### src/rtl/iguana_fixture_pkg.sv
// Iguana bench fixture: shared types and constants.
// Holds the boot/preload mode encodings, the sequencer state type and the
// fixed register addresses and exit codes used on the chip memory port.
package iguana_fixture_pkg;

    // Chip boot-mode pins.
    typedef enum logic [1:0] {
        BOOT_PRELOAD = 2'd0,
        BOOT_SD      = 2'd1,
        BOOT_AUTO0   = 2'd2,
        BOOT_AUTO1   = 2'd3
    } boot_mode_e;

    // Preload channel; the value doubles as the mem-port channel select.
    typedef enum logic [1:0] {
        PMODE_JTAG  = 2'd0,
        PMODE_SLINK = 2'd1,
        PMODE_UART  = 2'd2,
        PMODE_RSVD  = 2'd3
    } preload_mode_e;

    // Sequencer states. ENTRY and WAKE are the two launch writes after the image.
    typedef enum logic [3:0] {
        ST_RST   = 4'd0,
        ST_IDLE  = 4'd1,
        ST_SDLY  = 4'd2,
        ST_LOAD  = 4'd3,
        ST_ENTRY = 4'd4,
        ST_WAKE  = 4'd5,
        ST_POLL  = 4'd6,
        ST_DONE  = 4'd7,
        ST_ERR   = 4'd8
    } state_e;

    localparam logic [63:0] ENTRY_ADDR   = 64'h0000_0000_0300_0000;
    localparam logic [63:0] WAKE_ADDR    = 64'h0000_0000_0300_0004;
    localparam logic [63:0] SCRATCH_ADDR = 64'h0000_0000_0300_0008;

    localparam logic [31:0] EXIT_ERR     = 32'hFFFF_FFFF;
    localparam logic [31:0] EXIT_TIMEOUT = 32'hDEAD_0001;

endpackage

### src/rtl/iguana_fixture_eoc_poller.sv
// EOC poller for the Iguana bench fixture.
// While active_i is high, waits PollInterval cycles, issues one read request
// of the EOC scratch register, waits for the read data, then restarts the
// interval. A returned word with bit 0 set is an end-of-computation report.
// Optional feature macro: IGUANA_FIXTURE_TIMEOUT_EN adds a 2^24-cycle watchdog.
// Ports:
//   clk_i, rst_ni      clock, asynchronous active-low reset
//   active_i           high while the sequencer is in POLL; low clears everything
//   mem_gnt_i          grant for the read request
//   mem_rvalid_i       read data valid
//   mem_rdata_i [32]   read data
//   req_o              read request (held until granted)
//   eoc_hit_o          read data carries EOC (valid for the rvalid cycle)
//   eoc_code_o [32]    exit code carried by the EOC word
//   timeout_o          watchdog expired (always 0 without the macro)
module iguana_fixture_eoc_poller #(
    parameter int PollInterval = 64
) (
    input  logic        clk_i,
    input  logic        rst_ni,
    input  logic        active_i,
    input  logic        mem_gnt_i,
    input  logic        mem_rvalid_i,
    input  logic [31:0] mem_rdata_i,
    output logic        req_o,
    output logic        eoc_hit_o,
    output logic [31:0] eoc_code_o,
    output logic        timeout_o
);

    localparam int CW = $clog2(PollInterval + 1);
    localparam logic [CW-1:0] CNT_LAST = CW'(PollInterval - 1);

    logic [CW-1:0] cnt_q;
    logic          req_q;
    logic          wait_rv_q;

    // One access in flight at most: the interval counter only runs while
    // neither a request nor its read data is outstanding.
    always_ff @(posedge clk_i or negedge rst_ni) begin
        if (!rst_ni) begin
            cnt_q     <= '0;
            req_q     <= 1'b0;
            wait_rv_q <= 1'b0;
        end else if (!active_i) begin
            cnt_q     <= '0;
            req_q     <= 1'b0;
            wait_rv_q <= 1'b0;
        end else if (req_q) begin
            if (mem_gnt_i) begin
                req_q     <= 1'b0;
                wait_rv_q <= 1'b1;
            end
        end else if (wait_rv_q) begin
            if (mem_rvalid_i) begin
                wait_rv_q <= 1'b0;
                cnt_q     <= '0;
            end
        end else if (cnt_q == CNT_LAST) begin
            req_q <= 1'b1;
            cnt_q <= '0;
        end else begin
            cnt_q <= cnt_q + CW'(1);
        end
    end

    assign req_o      = req_q;
    assign eoc_hit_o  = wait_rv_q && mem_rvalid_i && mem_rdata_i[0];
    assign eoc_code_o = {1'b0, mem_rdata_i[31:1]};

`ifdef IGUANA_FIXTURE_TIMEOUT_EN
    logic [23:0] wd_cnt_q;

    // Saturates at all-ones, which is reached 2^24-1 cycles into POLL; the
    // sequencer leaves on the following edge.
    always_ff @(posedge clk_i or negedge rst_ni) begin
        if (!rst_ni) begin
            wd_cnt_q <= '0;
        end else if (!active_i) begin
            wd_cnt_q <= '0;
        end else if (wd_cnt_q != '1) begin
            wd_cnt_q <= wd_cnt_q + 24'd1;
        end
    end

    assign timeout_o = active_i && (wd_cnt_q == '1);
`else
    assign timeout_o = 1'b0;
`endif

endmodule

### src/rtl/iguana_fixture.sv
// Iguana bench fixture boot/preload sequencer.
// Holds the chip in reset for RstCycles, then on start_i either streams a
// preload image over the selected channel and launches it (entry + wake
// writes), or goes straight to EOC polling for autonomous boot modes.
// Unsupported modes (SD boot, reserved preload) end in a sticky error.
// Optional feature macro: IGUANA_FIXTURE_TIMEOUT_EN (POLL watchdog, in the poller).
// Handshakes: a transfer happens on a clock edge where valid (ld_valid_i /
// mem_req_o) and ready (ld_ready_o / mem_gnt_i) are both high; the initiator
// holds its payload stable until that edge. Read data returns on mem_rvalid_i.
// Ports:
//   clk_i, rst_ni                 clock, asynchronous active-low reset
//   boot_mode_i, preload_mode_i   mode selection, sampled at start_i
//   start_i                       one-cycle start pulse (IDLE only)
//   chip_rst_no, boot_mode_o      chip reset (active low) and boot pins
//   chan_sel_o                    channel owning the mem port
//   ld_*                          preload word stream
//   mem_*                         chip memory port (one outstanding access)
//   done_o, error_o, exit_code_o  sticky result
//   state_o                       current sequencer state (debug)
module iguana_fixture
    import iguana_fixture_pkg::*;
#(
    parameter int AddrWidth    = 64,
    parameter int RstCycles    = 16,
    parameter int SlinkDelay   = 60035,
    parameter int PollInterval = 64,
    parameter logic [AddrWidth-1:0] ScratchAddr = AddrWidth'(SCRATCH_ADDR),
    parameter logic [AddrWidth-1:0] EntryAddr   = AddrWidth'(ENTRY_ADDR),
    parameter logic [AddrWidth-1:0] WakeAddr    = AddrWidth'(WAKE_ADDR)
) (
    input  logic                 clk_i,
    input  logic                 rst_ni,
    input  logic [1:0]           boot_mode_i,
    input  logic [1:0]           preload_mode_i,
    input  logic                 start_i,
    output logic                 chip_rst_no,
    output logic [1:0]           boot_mode_o,
    output logic [1:0]           chan_sel_o,
    input  logic                 ld_valid_i,
    output logic                 ld_ready_o,
    input  logic [AddrWidth-1:0] ld_addr_i,
    input  logic [31:0]          ld_data_i,
    input  logic                 ld_last_i,
    input  logic [AddrWidth-1:0] ld_entry_i,
    output logic                 mem_req_o,
    input  logic                 mem_gnt_i,
    output logic                 mem_we_o,
    output logic [AddrWidth-1:0] mem_addr_o,
    output logic [31:0]          mem_wdata_o,
    input  logic                 mem_rvalid_i,
    input  logic [31:0]          mem_rdata_i,
    output logic                 done_o,
    output logic [31:0]          exit_code_o,
    output logic                 error_o,
    output state_e               state_o
);

    localparam int RW = $clog2(RstCycles + 1);
    localparam int DW = $clog2(SlinkDelay + 1);
    localparam logic [RW-1:0] RST_LAST = RW'(RstCycles - 1);
    localparam logic [DW-1:0] DLY_LAST = DW'(SlinkDelay - 1);

    state_e state_q, state_d;

    logic [RW-1:0]        rst_cnt_q;
    logic [DW-1:0]        dly_cnt_q;
    logic                 chip_rst_q;
    logic [1:0]           boot_mode_q;
    logic [1:0]           chan_q, chan_d;
    logic                 wr_req_q;
    logic [AddrWidth-1:0] wr_addr_q;
    logic [31:0]          wr_data_q;
    logic                 last_q;
    logic [31:0]          entry_q;
    logic                 done_q, error_q;
    logic [31:0]          exit_q;

    logic        ld_accept, issue_entry, issue_wake, enter_err, finish_ok;
    logic [31:0] err_code;

    logic        poll_active, poll_req, eoc_hit, poll_timeout;
    logic [31:0] eoc_code;

    // Only the low word of the entry point is written to the entry register.
    logic unused_entry_hi;
    assign unused_entry_hi = ^ld_entry_i[AddrWidth-1:32];

    // ---------------------------------------------------------------- FSM
    always_ff @(posedge clk_i or negedge rst_ni) begin
        if (!rst_ni) begin
            state_q <= ST_RST;
        end else begin
            state_q <= state_d;
        end
    end

    always_comb begin
        state_d     = state_q;
        chan_d      = 2'd0;
        ld_accept   = 1'b0;
        issue_entry = 1'b0;
        issue_wake  = 1'b0;
        enter_err   = 1'b0;
        finish_ok   = 1'b0;
        err_code    = EXIT_ERR;
        unique case (state_q)
            ST_RST: begin
                if (rst_cnt_q == RST_LAST) state_d = ST_IDLE;
            end
            ST_IDLE: begin
                if (start_i) begin
                    unique case (boot_mode_e'(boot_mode_i))
                        BOOT_PRELOAD: begin
                            unique case (preload_mode_e'(preload_mode_i))
                                PMODE_JTAG, PMODE_UART: begin
                                    state_d = ST_LOAD;
                                    chan_d  = preload_mode_i;
                                end
                                PMODE_SLINK: begin
                                    state_d = ST_SDLY;
                                    chan_d  = preload_mode_i;
                                end
                                default: begin
                                    state_d   = ST_ERR;
                                    enter_err = 1'b1;
                                end
                            endcase
                        end
                        BOOT_SD: begin
                            state_d   = ST_ERR;
                            enter_err = 1'b1;
                        end
                        default: state_d = ST_POLL;
                    endcase
                end
            end
            ST_SDLY: begin
                if (dly_cnt_q == DLY_LAST) state_d = ST_LOAD;
            end
            ST_LOAD: begin
                ld_accept = ld_valid_i && !wr_req_q;
                // Grant of the last image word chains straight into the entry write.
                if (wr_req_q && mem_gnt_i && last_q) begin
                    issue_entry = 1'b1;
                    state_d     = ST_ENTRY;
                end
            end
            ST_ENTRY: begin
                if (mem_gnt_i) begin
                    issue_wake = 1'b1;
                    state_d    = ST_WAKE;
                end
            end
            ST_WAKE: begin
                if (mem_gnt_i) state_d = ST_POLL;
            end
            ST_POLL: begin
                if (eoc_hit) begin
                    finish_ok = 1'b1;
                    state_d   = ST_DONE;
                end else if (poll_timeout) begin
                    enter_err = 1'b1;
                    err_code  = EXIT_TIMEOUT;
                    state_d   = ST_ERR;
                end
            end
            default: ;
        endcase
    end

    // ------------------------------------------------------- datapath regs
    always_ff @(posedge clk_i or negedge rst_ni) begin
        if (!rst_ni) begin
            rst_cnt_q   <= '0;
            dly_cnt_q   <= '0;
            chip_rst_q  <= 1'b0;
            boot_mode_q <= 2'd0;
            chan_q      <= 2'd0;
            wr_req_q    <= 1'b0;
            wr_addr_q   <= '0;
            wr_data_q   <= '0;
            last_q      <= 1'b0;
            entry_q     <= '0;
            done_q      <= 1'b0;
            error_q     <= 1'b0;
            exit_q      <= '0;
        end else begin
            if (state_q == ST_RST) begin
                rst_cnt_q   <= rst_cnt_q + RW'(1);
                boot_mode_q <= boot_mode_i;
                if (rst_cnt_q == RST_LAST) chip_rst_q <= 1'b1;
            end

            if (state_q == ST_SDLY) dly_cnt_q <= dly_cnt_q + DW'(1);
            else                    dly_cnt_q <= '0;

            if (state_q == ST_IDLE && start_i) chan_q <= chan_d;

            if (ld_accept) begin
                wr_req_q  <= 1'b1;
                wr_addr_q <= ld_addr_i;
                wr_data_q <= ld_data_i;
                last_q    <= ld_last_i;
                if (ld_last_i) entry_q <= ld_entry_i[31:0];
            end else if (issue_entry) begin
                wr_addr_q <= EntryAddr;
                wr_data_q <= entry_q;
            end else if (issue_wake) begin
                wr_addr_q <= WakeAddr;
                wr_data_q <= 32'd1;
            end else if (wr_req_q && mem_gnt_i) begin
                wr_req_q <= 1'b0;
            end

            if (finish_ok) begin
                done_q <= 1'b1;
                exit_q <= eoc_code;
            end
            if (enter_err) begin
                error_q <= 1'b1;
                exit_q  <= err_code;
            end
        end
    end

    // ------------------------------------------------------------ poller
    assign poll_active = (state_q == ST_POLL);

    iguana_fixture_eoc_poller #(
        .PollInterval (PollInterval)
    ) u_poller (
        .clk_i        (clk_i),
        .rst_ni       (rst_ni),
        .active_i     (poll_active),
        .mem_gnt_i    (mem_gnt_i),
        .mem_rvalid_i (mem_rvalid_i),
        .mem_rdata_i  (mem_rdata_i),
        .req_o        (poll_req),
        .eoc_hit_o    (eoc_hit),
        .eoc_code_o   (eoc_code),
        .timeout_o    (poll_timeout)
    );

    // ----------------------------------------------------------- outputs
    // Writes and scratch reads never overlap in time, so the port is a
    // simple state-selected mux.
    assign mem_req_o   = poll_active ? poll_req    : wr_req_q;
    assign mem_we_o    = !poll_active && wr_req_q;
    assign mem_addr_o  = poll_active ? ScratchAddr : wr_addr_q;
    assign mem_wdata_o = poll_active ? 32'h0       : wr_data_q;

    assign ld_ready_o  = (state_q == ST_LOAD) && !wr_req_q;
    assign chip_rst_no = chip_rst_q;
    assign boot_mode_o = boot_mode_q;
    assign chan_sel_o  = chan_q;
    assign done_o      = done_q;
    assign error_o     = error_q;
    assign exit_code_o = exit_q;
    assign state_o     = state_q;

endmodule

### config.mk
export PLATFORM = sky130hd
export DESIGN_NAME = iguana_fixture
export DESIGN_NICKNAME = d
export VERILOG_FILES = /design/src/rtl/iguana_fixture_pkg.sv /design/src/rtl/iguana_fixture_eoc_poller.sv /design/src/rtl/iguana_fixture.sv
export SDC_FILE = /design/constraint.sdc
export NUM_CORES = 1
export LEC_CHECK = 0
export BUFFER_PORTS_ARGS = -buffer_cell sky130_fd_sc_hd__buf_2
export CAP_MARGIN = 40
export CORE_ASPECT_RATIO = 0.9
export CORE_UTILIZATION = 45
export CTS_BUF_LIST = sky130_fd_sc_hd__clkbuf_2
export DETAILED_ROUTE_END_ITERATION = 8
export PLACE_DENSITY_LB_ADDON = 0.05
export SETUP_SLACK_MARGIN = 0.15
export SKIP_LAST_GASP = 1
export SLEW_MARGIN = 20
export SYNTH_ARGS = -nofsm -noshare
export SYNTH_HDL_FRONTEND = slang
export SYNTH_SLANG_ARGS = --single-unit
### constraint.sdc
create_clock -name clk_i -period 2.2 [get_ports clk_i]
set_clock_uncertainty 0.2 [all_clocks]
set_input_delay 0.66 -clock clk_i [delete_from_list [all_inputs] [get_ports clk_i]]
set_output_delay 0.66 -clock clk_i [all_outputs]
set_load 0.01 [all_outputs]
# Word-level counts from Yosys, hierarchy flattened
# Cells that the tools add are included.
[word_totals]
reg_bits = 203
input_bits = 203
out_inout_bits = 142
word_cells = 124
[op_classes]
n_addsub = 3
eq_ne = 24
muxes = 56
reduce_logical = 24
[op_table]
columns = ["cell", "n"]
rows = [
  ["2-to-1 mux 64 bit", 4],
  ["2-to-1 mux 32 bit", 6],
  ["2-to-1 mux 7 bit", 5],
  ["2-to-1 mux 4 bit", 7],
  ["case mux 4 bit (7 select lines)", 1],
  ["2-to-1 mux 1 bit", 25],
  ["adder 16 x 1 -> 16 bit (second input constant)", 1],
  ["equality test 16 bit (second input constant)", 1],
  ["2-to-1 mux 16 bit", 1],
  ["!= test 2 bit (second input constant)", 8],
  ["case mux 4 bit (2 select lines)", 2],
  ["equality test 4 x 3 -> 1 bit (second input constant)", 3],
  ["equality test 4 x 2 -> 1 bit (second input constant)", 2],
  ["logical AND 1 bit", 8],
  ["2-to-1 mux 2 bit", 4],
  ["AND reduction 8 bit", 1],
  ["adder 7 x 1 -> 7 bit (second input constant)", 1],
  ["equality test 7 x 6 -> 1 bit (second input constant)", 1],
  ["nonzero test 7 bit", 1],
  ["!= test 3 bit (second input constant)", 2],
  ["AND reduction 2 bit", 3],
  ["adder 5 x 1 -> 5 bit (second input constant)", 1],
  ["equality test 5 x 4 -> 1 bit (second input constant)", 1],
  ["equality test 2 x 1 -> 1 bit (second input constant)", 2],
  ["12 further kinds", 16],
]

# Longest topological paths before layout
# Gate-level depths: netlist (run 1).
[logic_depth]
depth_word = 7
depth_mapped = 8
ltp_nobuf = 7

# Hierarchy
# From an unflattened synthesis (run 1), not the netlist that was laid out.
[hier_totals]
hier_cells = 852
hier_area_um2 = 9414.0
[modules_own_cells]
columns = ["module", "instances", "cells_per_inst", "area_per_inst_um2", "seq_area_each_um2"]
rows = [
  ["iguana_fixture", 1, 762, 8658.3, 4854.7],
  ["iguana_fixture_eoc_poller", 1, 90, 755.7, 225.2],
]

# Worst setup path before layout (run 1)
# No wires, ideal clock.
[synth_path]
path_type = "register -> output"
from = "reg state_q[0], in the netlist state_o[0]"
to = "out mem_req_o"
arrival_time_ns = 1.629
t_required_ns = 1.340
setup_slack_ns = -0.289
stages_incl_launch_ff = 6
n_path_buf = 1
cell_sequence = "dfrtp_1 > buf_2 > nand2b_1 > nor3b_1 > nor2_1 > a21o_1"
[synth_between]
elab_chain_len = 2
[synth_lines]
columns = ["element", "line", "source"]
rows = [
  ["start: declaration", "iguana_fixture.sv:63", "state_e state_q, state_d;"],
  ["start signal: assignment", "iguana_fixture.sv:93", "state_q <= state_d;"],
  ["equality test 4 x 3 -> 1 bit", "iguana_fixture.sv:227", "assign poll_active = (state_q == ST_POLL);"],
  ["2-to-1 mux 1 bit", "iguana_fixture.sv:247", "assign mem_req_o = poll_active ? poll_req : wr_req_q;"],
  ["end: declaration", "iguana_fixture.sv:45", "output logic mem_req_o,"],
]
# Every way passes these cells.

# Worst setup path in the final report (run 1)
[layout_path]
from = "reg state_q[3], in the netlist state_o[3]"
to = "out mem_addr_o[40]"
[layout_between]
elab_chain_len = 2
[layout_lines]
columns = ["element", "line", "source"]
rows = [
  ["equality test 4 x 3 -> 1 bit", "iguana_fixture.sv:227", ""],
  ["2-to-1 mux 64 bit", "iguana_fixture.sv:249", "assign mem_addr_o = poll_active ? ScratchAddr : wr_addr_q;"],
  ["end: declaration", "iguana_fixture.sv:48", "output logic [AddrWidth-1:0] mem_addr_o,"],
]
# Every way passes these cells.

==> flow_summary.ini, run 1 <==
[timing]
setup_viol = 116
final_period_minus_worst_setup_slack_ns = 2.929
slew-limit-headroom_pct = 73.19
tightest_slew_ns = 0.4021
worst_path_setup_slack_after_routing_ns = -0.7292
final_hold_vios = 0
maxClockFrequency_ghz = 0.3414
maxSlewViolCount = 0
grt_setup_unrepaired = yes
layout_worst_path_cycle_share_pct = 133.1

[critical_path]
reg2reg_slack_ns = -0.05
reg2reg_from = state_o[2]$_DFFE_PN0P_
path_max_fanout = 55
critPathKind = reg -> out
end_kind = primary output
worstPathArrival_ns = 2.07
worstPathBufferInverterCount = 2
r2r_end = entry_q[27]$_DFFE_PN0P_
critPathTopFamily = flip-flops
r2r_depth = 8
wp_data_required_ns = 1.34
timing.critical_path.cells = nand4bb_4, buf_12, and2_1, buf_2
worst_path_max_delay_cell = sky130_fd_sc_hd__dfrtp_2
crit_path_start_kind = flop
cpPeakStageDelay_ns = 0.45

[run_status]
run_status = complete, but fails checks
violations = setup timing

[die]
start_util_pct = 46.37
io-pin-count = 345
core_region_um2 = 19340
die-width_um = 150.8
std_cell_rows = 48
floorplan.die_area_um2 = 20500
die-height_um = 135.9

[grt]
antenna_found_initial = 0
overflow = 0
grt_pass1_vias = 8303
gr-usage-all-layers_pct = 25.70
first_pass_grt_wire_length_mm = 41.34
grt_start_max_net_pins = 57

[yosys]
count_of_flip_flops_with_a_built_in_enable_after_synthesis = 0
synthCells = 797
syn_nets = 1005
synth_cell_types = 58
synth.cell_area_um2 = 8967
synth_async_sr_flop_share_pct = 100.0
postSynth.topFlopCell = sky130_fd_sc_hd__dfrtp_1
yosysSeqAreaShare_pct = 56.65
postSynthRegisterBits = 203
yosysWarnings = 0
postSynthAreaPerCell_um2 = 11.25

[pwr]
p_comb_share_pct = 7.5
fraction_of_power_spent_switching_nets_pct = 24.93
power.sequential.fraction_pct = 54.8
design_internal_power_uw = 5111
power.net_switching_uw = 1697
total_power_divided_by_cell_area_nw_per_um2 = 476.8
power.share.clock_pct = 37.7
power.ir.vdd_worst_mv = 0.3283
static_leakage_power_uw = 0.007946

[routing]
via_per_inst = 5.109
routed_len_inst_um = 17.85
detailed_routing_wirelength_on_met1_mm = 12.40
detailroute.via_count = 8415
top_layer_used = met4
detailedRoute.firstIterationViolations = 317
detailroute.wirelength.met3_mm = 2.229
detailroute.wirelength.met2_mm = 13.98
detail_route.wirelength_mm = 29.40
route.detailed.drc = 0
ant_nets_after_route = 0
firstDrtPassIters = 5

[clock_network]
numCtsBuffers = 52
cts_max_path_buffers = 3
worst_skew_pair.late_latency_ns = 0.81
cts-root-buf = sky130_fd_sc_hd__clkbuf_2
clk_pin_slew_ns = 0.11
tritoncts = yes
clock-sinks = 203
h-tree-depth = 2

[layout]
layout.nets = 1573
final_cell_count_without_fillers = 1647
syn2layout_area_growth_pct = 59.23
final.fill_count = 1338
post-route-util_pct = 73.84
drive_above_1_share_pct = 41.91

[flow_run]
max_cap_violations = 0

[placed_design]
place.detailed.instances = 1332
detailedPlacementHpwl_mm = 15.60
gp_routability_congestion = 0.7830
quantity_of_i_o_buffers_inserted_on_ports = 312

[min_path]
worst_hold_startpoint = start_i
min_delay_path_depth = 4
worst_hold_path.endpoint = chan_sel_o[1]$_DFFE_PN0P_
hold_path.class = in -> reg
## tightest hold or removal path: cells and delay by family
kind / cells / cell delay (ns)
simple gates: 2 / 0.16
compound gates: 1 / 0.13
buf+inv: 1 / 0.10
## flip-flops by register name, summed over array words and instances, names as in the netlist
signal and count:
boot_mode_o 2, chan_sel_o 2, chip_rst_no 1, dly_cnt_q 16
done_o 1, entry_q 32, error_o 1, exit_code_o 32
last_q 1, rst_cnt_q 5, state_o 4, u_poller.cnt_q 7
u_poller.req_o 1, u_poller.wait_rv_q 1, wr_addr_q 64, wr_data_q 32
wr_req_q 1
## metrics by stage
stage	area (um2)	setup WS (ns)	total power (uW)	hold slack (ns)	setup TNS [ns]
2_1_floorplan	9136	0.05561	3811	0.1644	0
3_3_place_gp	11110	0.07398	4066	0.2371	0
3_5_place_dp	11110	0.05212	4067	0.2424	0
4_1_cts	13520	-0.7847	6881	0.03111	-79.88
5_1_grt	14280	-0.8525	7114	0.1038	-86.28
6_report	14280	-0.7292	6809	0.1217	-69.62
## power groups by stage
stage,sequential (uW),combinational (uW),clock [uW]
floorplan,3800,8.07,0
global placement,3800,264,0
detailed placement,3800,265,0
CTS,3730,505,2650
global route,3730,557,2830
finish,3730,511,2570
## layout by cell type, fill, tap and decap left out, types with 3 or more instances in the layout
master | netlist | final
sky130_fd_sc_hd__dfrtp_1 | 203 | 200
sky130_fd_sc_hd__and2_4 | 0 | 30
sky130_fd_sc_hd__nor2_1 | 32 | 30
sky130_fd_sc_hd__nand3_1 | 42 | 42
sky130_fd_sc_hd__buf_4 | 4 | 41
sky130_fd_sc_hd__mux2_2 | 32 | 32
sky130_fd_sc_hd__buf_12 | 0 | 17
sky130_fd_sc_hd__inv_1 | 15 | 15
sky130_fd_sc_hd__clkbuf_2 | 0 | 81
sky130_fd_sc_hd__clkbuf_16 | 0 | 12
sky130_fd_sc_hd__mux2_4 | 0 | 7
sky130_fd_sc_hd__xnor2_1 | 5 | 5
sky130_fd_sc_hd__and3_1 | 5 | 4
sky130_fd_sc_hd__ha_1 | 5 | 5
sky130_fd_sc_hd__buf_16 | 0 | 3
sky130_fd_sc_hd__a22o_1 | 93 | 93
sky130_fd_sc_hd__and2_1 | 92 | 62
sky130_fd_sc_hd__a21oi_1 | 12 | 11
sky130_fd_sc_hd__nor3_1 | 5 | 3
sky130_fd_sc_hd__nand2b_1 | 7 | 6
sky130_fd_sc_hd__dfrtp_2 | 0 | 3
sky130_fd_sc_hd__nand2_1 | 80 | 80
sky130_fd_sc_hd__dlygate4sd3_1 | 0 | 167
sky130_fd_sc_hd__o21ai_0 | 9 | 9
sky130_fd_sc_hd__buf_6 | 3 | 30
sky130_fd_sc_hd__buf_2 | 17 | 298
sky130_fd_sc_hd__nand4_1 | 6 | 6
sky130_fd_sc_hd__xor2_1 | 9 | 9
sky130_fd_sc_hd__a21o_1 | 34 | 34
sky130_fd_sc_hd__mux2i_1 | 3 | 3
sky130_fd_sc_hd__buf_8 | 0 | 4
sky130_fd_sc_hd__clkinv_1 | 0 | 3
## synth_stat cells (all sizes together) (2+ instances only)
| master | number | share of area (%) |
|---|---|---|
| nand2b | 7 | 0.49 |
| o21ai | 9 | 0.50 |
| xnor2 | 5 | 0.49 |
| a2111oi | 3 | 0.36 |
| and2 | 92 | 6.4 |
| nor2 | 32 | 1.3 |
| a22o | 93 | 9.1 |
| a31oi | 2 | 0.31 |
| nand2 | 82 | 3.5 |
| xor2 | 9 | 0.88 |
| mux2 | 39 | 4.9 |
| or2 | 3 | 0.21 |
| inv | 15 | 0.63 |
| clkbuf | 34 | 1.4 |
| nor3 | 7 | 0.50 |
| buf | 25 | 1.7 |
| nor4 | 2 | 0.14 |
| and4 | 2 | 0.20 |
| a21oi | 12 | 0.67 |
| and3 | 5 | 0.35 |
| nor2b | 2 | 0.14 |
| a21boi | 2 | 0.17 |
| ha | 5 | 0.70 |
| nand3 | 42 | 2.3 |
| dfrtp | 203 | 57 |
| mux2i | 3 | 0.33 |
| nand3b | 2 | 0.17 |
| nor4bb | 3 | 0.40 |
| a21o | 34 | 2.8 |
| nand4 | 6 | 0.42 |
## final cells by class
| cell class | instances | area (um2) | share of cell area [%] |
|---|---|---|---|
| repair buffers | 573 | 4606 | 32.26 |
| multi-input cells | 520 | 3771 | 26.41 |
| well taps | 250 | 312.8 | 2.191 |
| clock inverters | 4 | 41.29 | 0.2892 |
| inverters | 15 | 56.30 | 0.3943 |
| flip-flops and latches | 203 | 5084 | 35.60 |
| clock buffers | 81 | 405.4 | 2.839 |
| diodes | 1 | 2.502 | 0.01753 |
## cells by family (layout without fill, tap and decap cells)
logic type / Yosys count / count (layout) / synth area share (%)
simple gates: 295 / 295 / 17.41
xor+xnor: 14 / 14 / 1.367
buf+inv: 74 / 673 / 3.753
compound gates: 164 / 164 / 14.89
mux: 42 / 42 / 5.232
other cells: 0 / 1 / 0
fa+ha+maj: 5 / 5 / 0.6976
flops: 203 / 203 / 56.65
## metal layers
| layer | vias to the layer above | GRT usage [%] |
|---|---|---|
| met1 | 4045 | 32.87 |
| met3 | 75 | 5.805 |
| li1 | 3967 | - |
| met2 | 328 | 42.10 |
| met4 | 0 | 10.50 |
| met5 | - | 0 |
## worst max-delay path by stage
stage,from,end,cells past startpoint
floorplan,state_o[3]$_DFFE_PN0P_,mem_addr_o[57],5
global placement,state_o[1]$_DFFE_PN0P_,mem_addr_o[9],4
detailed placement,state_o[1]$_DFFE_PN0P_,wr_data_q[0]$_DFFE_PN0P_,5
CTS,state_o[3]$_DFFE_PN0P_,mem_addr_o[9],4
global route,state_o[3]$_DFFE_PN0P_,mem_addr_o[30],4
finish,state_o[3]$_DFFE_PN0P_,mem_addr_o[40],4
## timing repair
item                                    CTS  global route
endpoints found under the setup margin  300           303
endpoints found under the hold margin   369             0
setup buffers                            13            27
hold buffers                            167             0
cloned                                    3            19
pin swaps                                 3            40
gates resized for setup                  19            42
(Power assumes the default switching activity.)
==> inputs of run 2 (changes only) <==
Settings changed: CORE_MARGIN set to 5.
==> flow_summary.ini, run 2 (same netlist as run 1, synthesis figures left out) <==
[timing]
grt_setup_unrepaired = yes
layout_worst_path_cycle_share_pct = 132.5
maxSlewViolCount = 0
worst_path_setup_slack_after_routing_ns = -0.7143
worst_case_hold_slack_ns = 0.2124
final_hold_vios = 0
tightest_slew_ns = 0.5478
maxClockFrequency_ghz = 0.3431
fin_tns_setup_ns = -64.81
slew-limit-headroom_pct = 63.48
final_period_minus_worst_setup_slack_ns = 2.914
setup_viol = 106

[layout]
syn2layout_area_growth_pct = 59.89
layout.nets = 1580
layout.cell_area.non_filler_um2 = 14340
registers.top_by_ff_count = wr_addr_q
mostFrequentLayoutCell = sky130_fd_sc_hd__buf_2
final.fill_count = 1447
final_cell_count_without_fillers = 1657
drive_above_1_share_pct = 41.97
most-common-layout-cells = sky130_fd_sc_hd__buf_2 (286), sky130_fd_sc_hd__dfrtp_1 (201), sky130_fd_sc_hd__dlygate4sd3_1 (167), sky130_fd_sc_hd__a22o_1 (93), sky130_fd_sc_hd__nand2_1 (80)
largest_reg_flops = 64

[pwr]
power.sequential.fraction_pct = 56.3
power.net_switching_uw = 1652
fraction_of_power_spent_switching_nets_pct = 24.97
power.share.clock_pct = 35.8
design_internal_power_uw = 4965
p_comb_share_pct = 7.9
static_leakage_power_uw = 0.007961
fin_total_pwr_uw = 6618
total_power_divided_by_cell_area_nw_per_um2 = 461.6
power.ir.vdd_worst_mv = 0.2805

[die]
io-pin-count = 345
die-height_um = 143.9
core_region_um2 = 19800
floorplan.die_area_um2 = 22850
die-width_um = 158.8
start_util_pct = 45.28
std_cell_rows = 49

[placed_design]
detailedPlacementHpwl_mm = 17.41
placed_cell_area_um2 = 11210
gp_routability_congestion = 0.8070
place.detailed.instances = 1348
quantity_of_i_o_buffers_inserted_on_ports = 312

[grt]
first_pass_grt_wire_length_mm = 44.08
gr-usage-all-layers_pct = 23.33
grt_start_max_net_pins = 58
grt_pass1_vias = 8531
antenna_found_initial = 1
overflow = 0

[flow_run]
max_cap_violations = 0

[routing]
detail_route.wirelength_mm = 29.83
via_per_inst = 5.085
routed_len_inst_um = 18.00
detailed_routing_wirelength_on_met1_mm = 12.49
firstDrtPassIters = 5
route.detailed.drc = 0
detailedRoute.firstIterationViolations = 536
ant_nets_after_route = 0
detailroute.wirelength.met3_mm = 2.187
detailroute.wirelength.met2_mm = 14.40
top_layer_used = met4
detailroute.via_count = 8426

[clock_network]
clock-sinks = 203
cts_max_path_buffers = 3
clk_pin_slew_ns = 0.10
numCtsBuffers = 52
h-tree-depth = 2
cts-root-buf = sky130_fd_sc_hd__clkbuf_2
worst_skew_pair.late_latency_ns = 0.76
tritoncts = yes

[critical_path]
critPathKind = reg -> out
r2r_depth = 8
reg2reg_slack_ns = -0.01
worstPathArrival_ns = 2.05
path_max_fanout = 50
end_kind = primary output
wp_data_required_ns = 1.34
reg2reg_from = state_o[2]$_DFFE_PN0P_
crit_path_start_kind = flop
r2r_end = entry_q[26]$_DFFE_PN0P_

[min_path]
hold_path.class = in -> reg
min_delay_path_depth = 5
worst_hold_startpoint = start_i
worst_hold_path.endpoint = state_o[2]$_DFFE_PN0P_

[run_status]
run_status = complete, but fails checks
violations = setup timing
[run 2: cell count changes in the layout (fill, tap and decap cells not counted), sizes merged]
cell | before | now
bufinv | 1 | 0
buf | 393 | 400
inv | 15 | 17
clkinv | 3 | 4
clkbuf | 94 | 90
[run 2: through the flow]
| stage | setup WS (ns) | util (%) |
|---|---|---|
| global placement | 0.05206 | 56.63 |
| global route | -0.8578 | 72.40 |
| finish | -0.7143 | 72.40 |
| floorplan | 0.05561 | - |
| CTS | -0.7960 | 68.35 |
| detailed placement | 0.05891 | 56.63 |
[run 2: how the worst max path moves through the flow]
stage | start | to | cells after the start
6_report | state_o[0]$_DFFE_PN0P_ | mem_addr_o[56] | 4
5_1_grt | state_o[0]$_DFFE_PN0P_ | mem_wdata_o[31] | 4
3_5_place_dp | state_o[2]$_DFFE_PN0P_ | ld_ready_o | 4
4_1_cts | state_o[0]$_DFFE_PN0P_ | mem_addr_o[56] | 4
3_3_place_gp | state_o[2]$_DFFE_PN0P_ | ld_ready_o | 4
2_1_floorplan | state_o[3]$_DFFE_PN0P_ | mem_addr_o[57] | 5
[run 2: layer usage]
layer  global-route usage, %  vias up
met5                       0        -
met3                   6.653       57
met2                   37.79      350
met1                   30.01     4058
met4                   9.054        0
li1                        -     3961
[run 2: final cells by class]
cell class / instances / area (um2) / area share, %
timing repair buffer: 580 / 4701 / 32.79
inverter: 15 / 56.30 / 0.3927
multi-input combinational: 520 / 3769 / 26.28
antenna: 1 / 2.502 / 0.01745
clock inverter: 6 / 22.52 / 0.1571
sequential: 203 / 5082 / 35.45
tap: 255 / 319.1 / 2.225
clock buffer: 77 / 385.4 / 2.688
[run 2: worst max-delay path: stages, from the launching register on]
cell and delay, ns:
sky130_fd_sc_hd__dfrtp_1 0.40, sky130_fd_sc_hd__nand4bb_4 0.28, sky130_fd_sc_hd__buf_12 0.21, sky130_fd_sc_hd__and2_1 0.21, sky130_fd_sc_hd__buf_2 0.14
[run 2: timing repair]
action | in CTS | in global routing
resized for setup | 32 | 46
cloned | 0 | 17
setup buffers | 12 | 29
setup endpoints to repair | 290 | 270
pin swaps | 2 | 21
hold buffers | 167 | 0
hold endpoints to repair | 252 | 0
[run 2: power groups by stage]
stage	Combinational (uW)	Clock, uW	Sequential, uW
4_1_cts	521	2460	3730
6_report	524	2370	3730
5_1_grt	570	2650	3730
3_5_place_dp	282	0	3800
3_3_place_gp	281	0	3800
2_1_floorplan	8.07	0	3800
==> inputs of run 3 (changes only) <==
Settings changed: ABC_AREA set to 1.
==> flow_summary.ini, run 3 <==
[run_status]
run_status = complete, but fails checks
violations = setup timing

[yosys]
synthCells = 1167
postSynthAreaPerCell_um2 = 7.958
synth_async_sr_flop_share_pct = 100.0
postSynthRegisterBits = 203
yosysSeqAreaShare_pct = 54.70
post-synth-top-area-fraction_pct = 54.70
synthMostInstantiatedCell = sky130_fd_sc_hd__nand2_1
postSynth.topFlopCell = sky130_fd_sc_hd__dfrtp_1
synthTopCellsByCount = sky130_fd_sc_hd__nand2_1 (325), sky130_fd_sc_hd__dfrtp_1 (203), sky130_fd_sc_hd__inv_1 (140)
count_of_flip_flops_with_a_built_in_enable_after_synthesis = 0
ys_top_cells_by_area = sky130_fd_sc_hd__dfrtp_1 (55%), sky130_fd_sc_hd__nand2_1 (13%), sky130_fd_sc_hd__nand3_1 (6.4%)
syn_nets = 1375
synth_cell_types = 32
netlist.top_cell.by_area = sky130_fd_sc_hd__dfrtp_1
yosysWarnings = 0
synth.cell_area_um2 = 9286

[placed_design]
quantity_of_i_o_buffers_inserted_on_ports = 312
detailedPlacementHpwl_mm = 18.90
dpl_worst_slack_ns = 0.09981
gp_routability_congestion = 0.8397

[layout]
drive_above_1_share_pct = 37.47
registers.top_by_ff_count = wr_addr_q
mostFrequentLayoutCell = sky130_fd_sc_hd__nand2_1
most-common-layout-cells = sky130_fd_sc_hd__nand2_1 (316), sky130_fd_sc_hd__buf_2 (223), sky130_fd_sc_hd__dfrtp_1 (199), sky130_fd_sc_hd__dlygate4sd3_1 (168), sky130_fd_sc_hd__inv_1 (139)
largest_reg_flops = 64
syn2layout_area_growth_pct = 74.53
layout.nets = 1989

[critical_path]
crit_path_start_kind = flop
wp_data_required_ns = 1.34
cpPeakStageDelay_ns = 0.43
r2r_depth = 19
reg2reg_from = state_o[2]$_DFFE_PN0P_
path_max_fanout = 9
crit_start = state_o[2]$_DFFE_PN0P_
worst_path_max_delay_cell = sky130_fd_sc_hd__dfrtp_2
worstPathArrival_ns = 2.12
r2r_end = exit_code_o[14]$_DFFE_PN0P_
critPathKind = reg -> out
timing.critical_path.cells = inv_2, nor2_4, nand2_4, inv_8, buf_12, buf_16, nor2_1, buf_2
end_kind = primary output
reg2reg_slack_ns = -0.55

[pwr]
power.share.clock_pct = 36.5
power.sequential.fraction_pct = 55.3
design_internal_power_uw = 4953
total_power_divided_by_cell_area_nw_per_um2 = 416.4
p_comb_share_pct = 8.2
power.net_switching_uw = 1797
static_leakage_power_uw = 0.008313
power.ir.vdd_worst_mv = 0.3310
fraction_of_power_spent_switching_nets_pct = 26.62

[clock_network]
h-tree-depth = 2
worst_skew_pair.late_latency_ns = 0.81
tritoncts = yes
cts-root-buf = sky130_fd_sc_hd__clkbuf_2
cts_max_path_buffers = 3
clk_pin_slew_ns = 0.12
clock-sinks = 203
numCtsBuffers = 52

[grt]
gr-usage-all-layers_pct = 26.58
grt_pass1_vias = 10316
antenna_found_initial = 4
grt_start_max_net_pins = 73
overflow = 0
first_pass_grt_wire_length_mm = 51.62

[timing]
final_period_minus_worst_setup_slack_ns = 2.981
layout_worst_path_cycle_share_pct = 135.5
maxSlewViolCount = 0
worst_path_setup_slack_after_routing_ns = -0.7808
maxClockFrequency_ghz = 0.3355
grt_setup_unrepaired = yes
fin_tns_setup_ns = -89.34
tightest_slew_ns = 0.3799
slew-limit-headroom_pct = 74.62
final_hold_vios = 0
setup_viol = 177

[routing]
detail_route.wirelength_mm = 39.21
ant_nets_after_route = 0
firstDrtPassIters = 5
via_per_inst = 5.210
route.detailed.drc = 0
detailroute.via_count = 10789
detailedRoute.firstIterationViolations = 861
routed_len_inst_um = 18.93

[flow_run]
max_cap_violations = 0

[min_path]
hold_path.class = in -> reg
worst_hold_startpoint = ld_valid_i
worst_hold_path.endpoint = wr_req_q$_DFFE_PN0P_
min_delay_path_depth = 4

[die]
die-width_um = 161.4
floorplan.die_area_um2 = 23610
start_util_pct = 46.04
core_region_um2 = 20170
die-height_um = 146.3
io-pin-count = 345
std_cell_rows = 49
## run 3: cell count changes in the layout (fill, tap and decap cells not counted), moves of 30 or more
| cell | before | now |
|---|---|---|
| sky130_fd_sc_hd__a21o_1 | 34 | 0 |
| sky130_fd_sc_hd__a22o_1 | 93 | 0 |
| sky130_fd_sc_hd__and2_1 | 62 | 0 |
| sky130_fd_sc_hd__and2_4 | 30 | 0 |
| sky130_fd_sc_hd__buf_2 | 286 | 223 |
| sky130_fd_sc_hd__buf_6 | 38 | 113 |
| sky130_fd_sc_hd__inv_1 | 15 | 139 |
| sky130_fd_sc_hd__mux2_2 | 32 | 1 |
| sky130_fd_sc_hd__nand2_1 | 80 | 316 |
| sky130_fd_sc_hd__nand3_1 | 42 | 114 |
| sky130_fd_sc_hd__nor2_1 | 28 | 58 |
| sky130_fd_sc_hd__nor2_4 | 1 | 66 |
| sky130_fd_sc_hd__o21ai_0 | 9 | 65 |
| sky130_fd_sc_hd__o21ai_2 | 0 | 31 |
## run 3: power groups by stage
stage,clock [uW],sequential (uW),combinational (uW)
floorplan,0,3810,23.3
global placement,0,3800,291
detailed placement,0,3810,289
CTS,2470,3730,524
global route,2710,3730,598
finish,2460,3730,553
## run 3: cells by family (layout without fill, tap and decap cells)
logic type                 Yosys count  in the layout  share of synthesized area, %
muxes                                1              1                        0.1213
DFF                                203            203                         54.70
other                                0              4                             0
AOI/OAI and AO/OA                  138            138                         7.707
and+or+nand+nor                    613            613                         27.42
adders and majority gates            5              5                        0.6737
xor gates and xnor gates             4              4                        0.3773
buffers and inverters              203            848                         9.000
## run 3: how the worst max path moves through the flow
stage	end	slack (ns)	depth (start not counted)
global route	mem_wdata_o[7]	-0.87	8
CTS	mem_we_o	-0.73	7
detailed placement	mem_wdata_o[5]	0.1	6
global placement	mem_addr_o[63]	0.11	6
floorplan	mem_wdata_o[10]	0.11	7
finish	mem_wdata_o[7]	-0.78	8
## run 3: layout make-up
type,instances,area (um2)
multi-input cells,761,4118
clock buffers,75,375.4
clock inverters,10,40.04
flip-flops and latches,203,5085
diodes,4,10.01
well taps,255,319.1
fillers,1263,3963
repair buffers,615,5683
inverters,147,566.8
repair inverters,1,11.26
## run 3: per-layer routing
| metal | global-route usage (%) | vias to the layer above | part of all wire (%) |
|---|---|---|---|
| li1 | - | 4914 | - |
| met1 | 33.79 | 5121 | 38 |
| met2 | 44.10 | 617 | 49 |
| met3 | 6.708 | 137 | 8.6 |
| met4 | 9.851 | 0 | 4.6 |
| met5 | 0 | - | 0 |
## run 3: worst max-delay path: cells and delay by family, from the launching register on
family                 cells  cell delay [ns]
AND/OR/NAND/NOR            3             0.26
flip-flops                 1             0.43
buffers and inverters      5             0.59
## run 3: per-stage QoR
step	cells	instance area, um2	util [%]	hold WS, ns	total power (uW)
floorplan	1167	9360	-	0.1644	3829
finish	2071	16210	80.35	0.07467	6750
global route	2071	16210	80.35	0.01550	7037
CTS	2001	14380	71.31	0.03421	6728
detailed placement	1714	11410	56.55	0.2498	4094
global placement	1714	11410	56.55	0.2475	4096
## run 3: timing repair
| action | in CTS | in global routing |
|---|---|---|
| pin swaps | 3 | 30 |
| resized for setup | 112 | 228 |
| endpoints found under the setup margin | 142 | 246 |
| hold buffers | 168 | 0 |
| cloned | 7 | 28 |
| setup buffers | 27 | 38 |
| hold endpoints to repair | 368 | 0 |
